$ cat src/rtl/hub_linear_fold_ctrl_if.sv
// Scheduler-side handshake and layer-control bundle of the folded linear
// layer frame sequencer. The master is the layer scheduler / control
// consumer; the slave is the sequencer itself.
interface hub_linear_fold_ctrl_if #(
  parameter int PWID = 1
);
  logic            iStart;
  logic            iNewWgt;
  logic            oReady;
  logic            oLoad;
  logic            oSel;
  logic            oClear;
  logic [PWID-1:0] oPart;
  logic            oBusy;
  logic            oDone;

  modport master (
    output iStart,
    output iNewWgt,
    input  oReady,
    input  oLoad,
    input  oSel,
    input  oClear,
    input  oPart,
    input  oBusy,
    input  oDone
  );

  modport slave (
    input  iStart,
    input  iNewWgt,
    output oReady,
    output oLoad,
    output oSel,
    output oClear,
    output oPart,
    output oBusy,
    output oDone
  );
endinterface

$ cat src/rtl/hub_linear_fold_ctrl.sv
// Frame sequencer for the folded hybrid unary-binary linear layer.
// One accepted start produces: optional weight load, one clear cycle,
// FOLD partitions of SLEN stream cycles, LAT drain cycles, one done pulse.
// The accumulate-side select flips at every clear so the previous frame's
// result stays readable on the other buffer side.
module hub_linear_fold_ctrl #(
  parameter int FOLD = 1,
  parameter int PWID = ($clog2(FOLD) < 2) ? 1 : $clog2(FOLD),
  parameter int SLEN = 256,
  parameter int CWID = ($clog2(SLEN) < 1) ? 1 : $clog2(SLEN),
  parameter int LAT  = 2,
  parameter int LWID = ($clog2(LAT + 1) < 1) ? 1 : $clog2(LAT + 1)
) (
  input logic                  clk,
  input logic                  rst_n,
  hub_linear_fold_ctrl_if.slave bus
);

  typedef enum logic [2:0] {
    IDLE  = 3'd0,
    LOAD  = 3'd1,
    CLEAR = 3'd2,
    RUN   = 3'd3,
    DRAIN = 3'd4,
    DONE  = 3'd5
  } state_e;

  // Terminal counts; the drain terminal is unreachable when LAT = 0.
  localparam logic [CWID-1:0] CNT_LAST  = CWID'(SLEN - 1);
  localparam logic [PWID-1:0] PART_LAST = PWID'(FOLD - 1);
  localparam logic [LWID-1:0] DRN_LAST  = LWID'((LAT == 0) ? 0 : LAT - 1);

  state_e          state_q, state_d;
  logic [CWID-1:0] cnt_q, cnt_d;
  logic [PWID-1:0] part_q, part_d;
  logic [LWID-1:0] drn_q, drn_d;
  logic            sel_q, sel_d;

  logic            lastCycle;
  logic            lastPart;
  logic            lastDrain;
  logic            enterClear;

  logic            readyO;
  logic            loadO;
  logic            clearO;
  logic            busyO;
  logic            doneO;

  assign lastCycle  = (cnt_q == CNT_LAST);
  assign lastPart   = (part_q == PART_LAST);
  assign lastDrain  = (drn_q == DRN_LAST);
  assign enterClear = (state_d == CLEAR) && (state_q != CLEAR);

  // State register; reset aborts any frame in flight without a done pulse.
  always_ff @(posedge clk or negedge rst_n) begin
    if (!rst_n) begin
      state_q <= IDLE;
    end else begin
      state_q <= state_d;
    end
  end

  // Next-state logic; start is only honoured in IDLE, so there is no queue.
  always_comb begin
    state_d = state_q;
    case (state_q)
      IDLE: begin
        if (bus.iStart) begin
          state_d = bus.iNewWgt ? LOAD : CLEAR;
        end
      end
      LOAD:  state_d = CLEAR;
      CLEAR: state_d = RUN;
      RUN: begin
        if (lastCycle && lastPart) begin
          state_d = (LAT == 0) ? DONE : DRAIN;
        end
      end
      DRAIN: begin
        if (lastDrain) begin
          state_d = DONE;
        end
      end
      DONE:    state_d = IDLE;
      default: state_d = IDLE;
    endcase
  end

  // Counter and buffer-select registers, cleared with the FSM.
  always_ff @(posedge clk or negedge rst_n) begin
    if (!rst_n) begin
      cnt_q  <= '0;
      part_q <= '0;
      drn_q  <= '0;
      sel_q  <= 1'b0;
    end else begin
      cnt_q  <= cnt_d;
      part_q <= part_d;
      drn_q  <= drn_d;
      sel_q  <= sel_d;
    end
  end

  // Stream/partition/drain stepping; partition holds its last value through
  // drain and done, and everything returns to zero on the way back to IDLE.
  always_comb begin
    cnt_d  = cnt_q;
    part_d = part_q;
    drn_d  = drn_q;
    sel_d  = sel_q;

    if (enterClear) begin
      sel_d = ~sel_q;
    end

    case (state_q)
      RUN: begin
        if (lastCycle) begin
          cnt_d = '0;
          if (!lastPart) begin
            part_d = part_q + PWID'(1);
          end
        end else begin
          cnt_d = cnt_q + CWID'(1);
        end
      end
      DRAIN: begin
        drn_d = lastDrain ? '0 : drn_q + LWID'(1);
      end
      default: begin
      end
    endcase

    if (state_d == IDLE) begin
      cnt_d  = '0;
      part_d = '0;
      drn_d  = '0;
    end
  end

  // Moore output decode from the registered state.
  always_comb begin
    readyO = 1'b0;
    loadO  = 1'b0;
    clearO = 1'b0;
    busyO  = 1'b1;
    doneO  = 1'b0;
    case (state_q)
      IDLE: begin
        readyO = 1'b1;
        busyO  = 1'b0;
      end
      LOAD:    loadO  = 1'b1;
      CLEAR:   clearO = 1'b1;
      DONE:    doneO  = 1'b1;
      default: begin
      end
    endcase
  end

  assign bus.oReady = readyO;
  assign bus.oBusy  = busyO;
  assign bus.oLoad  = loadO;
  assign bus.oClear = clearO;
  assign bus.oDone  = doneO;
  assign bus.oSel   = sel_q;
  assign bus.oPart  = part_q;

endmodule

$ cat src/flat_wrapper.sv
// flat-port wrapper written by rule: the top's interface ports become plain ports
module hub_linear_fold_ctrl_flat 
#(
  parameter int FOLD = 1,
  parameter int PWID = ($clog2(FOLD) < 2) ? 1 : $clog2(FOLD),
  parameter int SLEN = 256,
  parameter int CWID = ($clog2(SLEN) < 1) ? 1 : $clog2(SLEN),
  parameter int LAT  = 2,
  parameter int LWID = ($clog2(LAT + 1) < 1) ? 1 : $clog2(LAT + 1)
)
  (clk, rst_n, bus_iStart, bus_iNewWgt, bus_oReady, bus_oLoad, bus_oSel, bus_oClear, bus_oPart, bus_oBusy, bus_oDone);
  hub_linear_fold_ctrl_if #(.PWID(PWID)) bus_i ();
  input logic clk;
  input logic rst_n;
  input wire logic [$bits(bus_i.iStart)-1:0] bus_iStart;
  input wire logic [$bits(bus_i.iNewWgt)-1:0] bus_iNewWgt;
  output wire logic [$bits(bus_i.oReady)-1:0] bus_oReady;
  output wire logic [$bits(bus_i.oLoad)-1:0] bus_oLoad;
  output wire logic [$bits(bus_i.oSel)-1:0] bus_oSel;
  output wire logic [$bits(bus_i.oClear)-1:0] bus_oClear;
  output wire logic [$bits(bus_i.oPart)-1:0] bus_oPart;
  output wire logic [$bits(bus_i.oBusy)-1:0] bus_oBusy;
  output wire logic [$bits(bus_i.oDone)-1:0] bus_oDone;
  assign bus_i.iStart = bus_iStart;
  assign bus_i.iNewWgt = bus_iNewWgt;
  assign bus_oReady = bus_i.oReady;
  assign bus_oLoad = bus_i.oLoad;
  assign bus_oSel = bus_i.oSel;
  assign bus_oClear = bus_i.oClear;
  assign bus_oPart = bus_i.oPart;
  assign bus_oBusy = bus_i.oBusy;
  assign bus_oDone = bus_i.oDone;
  hub_linear_fold_ctrl #(.FOLD(FOLD), .PWID(PWID), .SLEN(SLEN), .CWID(CWID), .LAT(LAT), .LWID(LWID)) u_core (.clk(clk), .rst_n(rst_n), .bus(bus_i));
endmodule
$ cat config.mk
export PLATFORM = sky130hd
export DESIGN_NAME = hub_linear_fold_ctrl_flat
export DESIGN_NICKNAME = d
export VERILOG_FILES = /design/src/rtl/hub_linear_fold_ctrl_if.sv /design/src/rtl/hub_linear_fold_ctrl.sv /design/src/flat_wrapper.sv
export SDC_FILE = /design/constraint.sdc
export NUM_CORES = 1
export LEC_CHECK = 0
export BUFFER_PORTS_ARGS = -buffer_cell sky130_fd_sc_hd__buf_2
export CORE_MARGIN = 1
export CORE_UTILIZATION = 30
export DETAILED_ROUTE_END_ITERATION = 8
export HOLD_SLACK_MARGIN = 0.1
export PLACE_DENSITY = 0.49
export SLEW_MARGIN = 20
export SYNTH_ARGS = -nofsm -noshare
export SYNTH_HDL_FRONTEND = slang
export SYNTH_SLANG_ARGS = --single-unit
export TNS_END_PERCENT = 10
$ cat constraint.sdc
create_clock -name clk -period 1.35 [get_ports clk]
set_input_delay 0.27 -clock clk [delete_from_list [all_inputs] [get_ports clk]]
set_output_delay 0.27 -clock clk [all_outputs]
set_load 0.03 [all_outputs]
* After elaboration in Yosys (flattened, before gate mapping)
Index checks and enable logic that the tools add are counted.
Cells by class: add/sub/neg operators 3, eq/ne operators 9, mux-type cells 20, bitwise gates (word level) 2, reduce and logical (&&, ||, !) cells 8
Operators with widths (number):
- 2-to-1 mux 8 bit | 3
- one-hot mux 3 bit (5 select lines) | 1
- == test 3 x 2 -> 1 bit, second input constant | 3
- 2-to-1 mux 1 bit | 9
- 2-to-1 mux 3 bit | 3
- adder 8 x 1 -> 8 bit, second input constant | 1
- == test 8 bit, second input constant | 1
- 2-to-1 mux 2 bit | 4
- == test 3 bit, second input constant | 2
- zero test 3 bit | 2
- nonzero test 2 bit | 3
- == test 3 x 1 -> 1 bit, second input constant | 1
- != test 3 x 2 -> 1 bit, second input constant | 1
- adder 2 x 1 -> 2 bit, second input constant | 1
- == test 2 x 1 -> 1 bit, second input constant | 1
- logical AND 1 bit | 2
- NOT 1 bit | 2
- AND reduction 2 bit | 1
- adder 1 bit, second input constant | 1
Storage, ports and cells: flip-flop bits (word level) 15, input bits 4, output and inout bits 7, word-level logic and storage cells 47

* Depth between registers and ports, before layout
Gate-level depths: netlist of the first run.
depth in word-level cells 7, depth in mapped cells 5, gate-level depth less buffers 5

* Worst setup path after synthesis of the first run
No wires, ideal clock.
path type register to output, start point register u_core.state_q[2], end point output bus_oReady, arrival time 1.365 ns, setup slack -0.285 ns, cell stages (with the launch flop) 4, path buffers 1, path through dfrtp_1 clkbuf_1 or3_2 inv_1
On the way: word-level cells in the longest chain between the ends 2
Ends and longest elaborated chain:
- start, declared | RTL line hub_linear_fold_ctrl.sv:33 | state_e state_q, state_d;
- start signal, assigned | RTL line hub_linear_fold_ctrl.sv:60 | state_q <= state_d;
- zero test 3 bit | RTL line hub_linear_fold_ctrl.sv:149 | case (state_q)
- 2-to-1 mux 1 bit | RTL line hub_linear_fold_ctrl.sv:149
- end, declared | RTL line flat_wrapper.sv:17 | output wire logic [$bits(bus_i.oReady)-1:0] bus_oReady;
Every way passes these cells.

* Worst setup path in the final report of the first run
Ends and elaborated chain as after synthesis.

==> results of run 1 <==
per-layer routing:
layer	vias to the layer above	wire, um	track usage (%)
met5	-	0	0
met4	0	31	6.58
met3	5	33	3.45
met2	9	886	21.9
met1	322	808	17.7
li1	345	-	-
flip-flops by register name, summed over array words and instances, names as in the netlist:
register	cells
u_core.state_q	3
u_core.bus.oSel	1
u_core.drn_q	2
u_core.cnt_q	8
worst min path at each step:
stage,slack (ns),to,cells after the start,startpoint
global placement,0.19,u_core.cnt_q[7],1,rst_n
detailed placement,0.19,u_core.cnt_q[3],1,rst_n
CTS,0.33,u_core.state_q[1],4,bus_iNewWgt
finish,0.33,u_core.state_q[1],4,bus_iNewWgt
global route,0.34,u_core.state_q[1],4,bus_iNewWgt
floorplan,-0.03,u_core.bus.oSel,0,rst_n
logic make-up (layout without fill, tap and decap cells):
group	after synthesis	after routing
AND/OR/NAND/NOR	39	39
multiplexers	1	1
adder cells (fa/ha/maj)	1	1
XOR/XNOR	4	4
flip-flops	14	14
AO/OA/AOI/OAI	15	15
buffers and inverters	7	34
other	1	1
cells in the final DEF (no fill, tap or decap), drive strengths merged, types with 2 or more instances in the layout:
cell and n:
xor2 3, nand3 4, and3 2, a21o 2
nor2 12, a21oi 4, nand2 8, o21ai 2
and3b 2, nand4b 2, dfrtp 14, inv 2
clkbuf 3, buf 28, nor3b 2
what timing repair did:
item	4_1_cts	5_1_grt
buffers inserted	2	0
hold endpoints to repair	14	0
gates resized for setup	17	4
hold buffers	1	0
pin swaps	4	2
setup endpoints to repair	13	17
worst max-delay path: stages, from the launching register on:
cell and delay [ns]:
dfrtp_1 0.42, or3_4 0.40, inv_2 0.07, buf_6 0.12
where the power goes:
part / switching [mW] / internal (mW)
clock: 0.141 / 0.104
sequential: 0.113 / 0.578
combinational: 0.498 / 0.532
total: 0.752 / 1.21
area by class of cell:
class / count / area, sq um
tap: 30 / 37.5
multi-input combinational: 61 / 447
inverter: 2 / 7.51
clock buffer: 3 / 22.5
timing repair buffer: 29 / 233
sequential: 14 / 350
fill: 230 / 1380
synthesized netlist by cell type:
cell / instances
dfrtp_1: 14
nor2_1: 12
nand2_1: 8
a21oi_1: 4
nand3_1: 4
xor2_1: 3
and3_1: 2
and3b_2: 2
buf_4: 2
inv_1: 2
nand4b_1: 2
nor3b_1: 2
o21ai_0: 2
a21o_1: 1
a21o_4: 1
a311oi_2: 1
a31o_1: 1
and4_1: 1
buf_6: 1
clkbuf_1: 1
clkbuf_2: 1
conb_1: 1
ha_1: 1
mux2_2: 1
nand3b_2: 1
nand4_1: 1
nor2b_1: 1
nor3_1: 1
o211ai_1: 1
o21a_1: 1
o22ai_1: 1
o311ai_0: 1
o32ai_2: 1
or2_4: 1
or3_2: 1
xnor2_1: 1
stage by stage:
step | power, mW | hold slack, ns | setup WS [ns] | instances
after floorplan | 1.27 | -0.0256 | -0.252 | 82
after global placement | 1.60 | 0.191 | -0.0266 | 133
after detailed placement | 1.61 | 0.189 | -0.0642 | 133
after CTS | 1.93 | 0.334 | -0.196 | 139
after global routing | 2.10 | 0.338 | -0.250 | 139
final | 1.96 | 0.333 | -0.207 | 139
==> flow_summary.json, run 1 <==
{
  "ff2ff_path_depth": 5,
  "routedWlPerCell_um": 12.7,
  "core_area_sq_mm": 0.00248,
  "n_antenna_cell": 0,
  "synthSimpleGateAreaFrac_pct": 27.0,
  "drc": 0,
  "utilization_pct": 44.3,
  "synth_compound_area_share_pct": 15.5,
  "hold_violations": 0,
  "drive_above_1_share_pct": 44.0,
  "synthMuxAreaShare_pct": 1.42,
  "initial_core_util_pct": 32.0,
  "die_y_um": 53.4,
  "synthesis.instances": 82,
  "antenna_found_initial": 0,
  "cts_buffer_depth": 2,
  "clock_latency_ns": 0.28,
  "min_period_ns": 1.56,
  "cts_tree": "yes",
  "status": "finished with violations",
  "row_count": 18,
  "grt_pass1_wl_um": 2740,
  "die_w_um": 53.4,
  "portBuffers": 9,
  "drt-total-wl_um": 1760,
  "ys_ff_latch": 14,
  "yosysWarningCount": 0,
  "hpwl_um": 1170,
  "skew_ns": 0.00386,
  "cts-buffers-inserted": 3,
  "hold_path.class": "primary input to register",
  "path_clk_slew_ns": 0.08,
  "setup_violations": 16,
  "drtAntennaViolNets": 0,
  "grt_pass1_vias": 594,
  "cp-end-kind": "primary output",
  "synth_fp_nets": 87,
  "place_area_sq_um": 967,
  "ir_worst_vdd_v": 0.00102,
  "clkSinkCount": 14,
  "synth_top_area_share_pct": 44.2,
  "track_usage_pct": 14.0,
  "tns_ns": -1.62,
  "p_leak_nw": 0.509,
  "top_level_ports": 11,
  "power_density_mw_per_mm2": 1790,
  "ys_types": 36,
  "critical_path_class": "register to primary output",
  "arrival_ns": 1.29,
  "grt.overflow.total": 0,
  "dieArea_sq_mm": 0.00285,
  "h-tree-depth": 1,
  "cts_root_buf": "clkbuf_4",
  "num-nets-final": 116,
  "drv_slew": 0,
  "synthXorXnorAreaFrac_pct": 4.42,
  "syn_to_final_growth_pct": 38.5,
  "synth_area_leaders": "dfrtp_1 44%, nor2_1 5.7%, nand2_1 3.8%",
  "avgSynthCellArea_sq_um": 9.66,
  "max_freq_mhz": 642,
  "grt_max_degree": 15,
  "first_pass_iters": 4,
  "vias": 681,
  "maxCapViolCount": 0,
  "finalCritPeriodShare_pct": 115,
  "violations": "negative setup slack",
  "gp_congestion": 0.738,
  "synth_fa_ha_area_share_pct": 1.58,
  "r2r_slack_ns": -0.17,
  "path_max_fanout": 4,
  "seq_area_frac_synth_pct": 44.2,
  "r2r_end": "u_core.cnt_q[5]",
  "vias_per_cell": 4.90,
  "cp.required_ns": 1.08,
  "synth_top_family_by_area": "simple AND/OR/NAND/NOR gates",
  "crit_path_end": "bus_oReady",
  "r2r_start": "u_core.state_q[0]",
  "fin_ws_ns": -0.207,
  "yosysTopAreaCell": "dfrtp_1",
  "drt-initial-drc-count": 15,
  "synthesis.area_sq_um": 792,
  "crit_start": "u_core.state_q[2]",
  "design_area_sq_mm": 0.00110,
  "rsz0062_at_grt": "true",
  "worstSetupStartpointType": "register"
}
Note: power is estimated with default switching activity, not from simulation.
==> run 2, diff against run 1 <==
--- a/config.mk
+++ b/config.mk
@@ -6,11 +6,15 @@
 export NUM_CORES = 1
 export LEC_CHECK = 0
 export BUFFER_PORTS_ARGS = -buffer_cell sky130_fd_sc_hd__buf_2
+export CAP_MARGIN = 20
+export CELL_PAD_IN_SITES_DETAIL_PLACEMENT = 1
+export CELL_PAD_IN_SITES_GLOBAL_PLACEMENT = 1
 export CORE_MARGIN = 1
 export CORE_UTILIZATION = 30
+export CTS_BUF_LIST = sky130_fd_sc_hd__clkbuf_2 sky130_fd_sc_hd__clkbuf_4 sky130_fd_sc_hd__clkbuf_8
 export DETAILED_ROUTE_END_ITERATION = 8
 export HOLD_SLACK_MARGIN = 0.1
-export PLACE_DENSITY = 0.49
+export PLACE_DENSITY = 0.6
 export SLEW_MARGIN = 20
 export SYNTH_ARGS = -nofsm -noshare
 export SYNTH_HDL_FRONTEND = slang
==> flow_summary.json, run 2 (same netlist as run 1, synthesis figures left out) <==
{
  "place_area_sq_um": 975,
  "ff2ff_path_depth": 5,
  "top_register": "u_core.cnt_q",
  "cp.required_ns": 1.08,
  "routedWlPerCell_um": 14.8,
  "core_area_sq_mm": 0.00248,
  "cp_num_buf_inv": 2,
  "cts_root_buf": "clkbuf_4",
  "violations": "negative setup slack",
  "path_cells": "or3_4 > inv_2 > buf_6",
  "switching_share_pct": 37.2,
  "status": "finished with violations",
  "gp_congestion": 0.757,
  "vias_per_cell": 5.13,
  "cp.depth": 3,
  "clkSinkCount": 14,
  "p_sw_mw": 0.790,
  "drive_above_1_share_pct": 48.2,
  "utilization_pct": 45.8,
  "top_level_ports": 11,
  "power_density_mw_per_mm2": 1870,
  "cts_buffer_depth": 2,
  "fin_hold_ws_ns": 0.348,
  "fillers": 299,
  "n_antenna_cell": 0,
  "vias": 729,
  "maxCapViolCount": 0,
  "cts-buffers-inserted": 3,
  "path_max_fanout": 2,
  "num-nets-final": 118,
  "r2r_slack_ns": -0.13,
  "track_usage_pct": 18.0,
  "slowest_delay_ns": 0.40,
  "rsz0062_at_grt": "true",
  "final_common_cell": "buf_4",
  "power.internal_mw": 1.33,
  "arrival_ns": 1.29,
  "grt_pass1_wl_um": 3510,
  "crit_path_end": "bus_oReady",
  "die_w_um": 53.4,
  "largest_reg_flops": 8,
  "first_pass_iters": 4,
  "layoutNonFillerInstCount": 142,
  "antenna_found_initial": 0,
  "layout_common_cells": "21 x buf_4, 14 x dfrtp_1, 8 x nand2_1, 8 x nor2_1, 5 x buf_6",
  "row_count": 18,
  "hold_violations": 0,
  "hold_path.class": "primary input to register",
  "tns_ns": -1.31,
  "setup_violations": 14,
  "portBuffers": 9,
  "initial_core_util_pct": 32.0,
  "r2r_start": "u_core.state_q[0]",
  "fin_ws_ns": -0.206,
  "ir_worst_vdd_v": 0.000939,
  "r2r_end": "u_core.cnt_q[5]",
  "p_leak_nw": 0.528,
  "grt.overflow.total": 0,
  "hpwl_um": 1440,
  "reg_top3": "u_core.cnt_q x8, u_core.state_q x3, u_core.drn_q x2",
  "cp_slowest_cell": "dfrtp_1",
  "critical_path_class": "register to primary output",
  "grt_pass1_vias": 793,
  "cp_top_family": "flip-flops",
  "grt_max_degree": 15,
  "worstSetupStartpointType": "register",
  "path_clk_slew_ns": 0.09,
  "max_freq_mhz": 643,
  "crit_start": "u_core.state_q[0]",
  "power_frac_clock_pct": 14.7,
  "drtAntennaViolNets": 0,
  "cp-end-kind": "primary output",
  "syn_to_final_growth_pct": 43.3,
  "h-tree-depth": 1,
  "clock_latency_ns": 0.29,
  "cts_tree": "yes",
  "drt-initial-drc-count": 6,
  "power_mw": 2.12,
  "skew_ns": 0.00419,
  "dieArea_sq_mm": 0.00285,
  "drt-total-wl_um": 2110,
  "min_period_ns": 1.56,
  "drv_slew": 0,
  "drc": 0,
  "pre_cts_slack_ns": -0.0720,
  "design_area_sq_mm": 0.00113,
  "hp-start": "bus_iNewWgt",
  "p_seq_share_pct": 32.3,
  "die_y_um": 53.4,
  "finalCritPeriodShare_pct": 115,
  "pwr-share-comb_pct": 53.0,
  "dpl.cell_count": 134
}
## run 2: layer usage
| layer | vias up | routed length, um | share of wire, % | global-route usage (%) |
|---|---|---|---|---|
| met5 | - | 0 | 0 | 0 |
| met4 | 0 | 39 | 1.9 | 9.21 |
| met3 | 4 | 83 | 3.9 | 7.18 |
| met2 | 13 | 1030 | 49 | 30.8 |
| met1 | 364 | 950 | 45 | 18.7 |
| li1 | 348 | - | - | - |
## run 2: layout make-up
cell class | count | area, sq um | share of cell area, %
multi-input cells | 61 | 459 | 40.5
flip-flops and latches | 14 | 350 | 30.9
repair buffers | 31 | 244 | 21.5
well taps | 30 | 37.5 | 3.31
clock buffers | 4 | 36.3 | 3.20
inverters | 2 | 7.51 | 0.662
## run 2: power by group through the flow
stage	combinational (mW)	clock, mW	sequential, mW
after floorplan	0.545	0	0.722
after global placement	0.956	0	0.677
after detailed placement	0.985	0	0.689
after CTS	1.09	0.328	0.687
after global routing	1.23	0.349	0.708
final	1.13	0.313	0.685
## run 2: worst min-delay path by stage
| stage | endpoint | cells after the start |
|---|---|---|
| global route | u_core.state_q[1] | 4 |
| CTS | u_core.state_q[1] | 4 |
| floorplan | u_core.bus.oSel | 0 |
| finish | u_core.state_q[1] | 4 |
| detailed placement | u_core.bus.oSel | 1 |
| global placement | u_core.bus.oSel | 1 |
## run 2: repair_timing
item                       4_1_cts  5_1_grt
hold buffers                     1        0
buffers inserted                 3        0
setup endpoints to repair       15       17
hold endpoints to repair        14        0
pin swaps                        9        4
resized for setup               19        5
## run 2: worst reg2reg max path: stages, from the launching register on
cell	delay (ns)
dfrtp_1	0.40
buf_6	0.12
buf_6	0.11
or2_4	0.26
a21o_4	0.26
o32ai_2	0.24
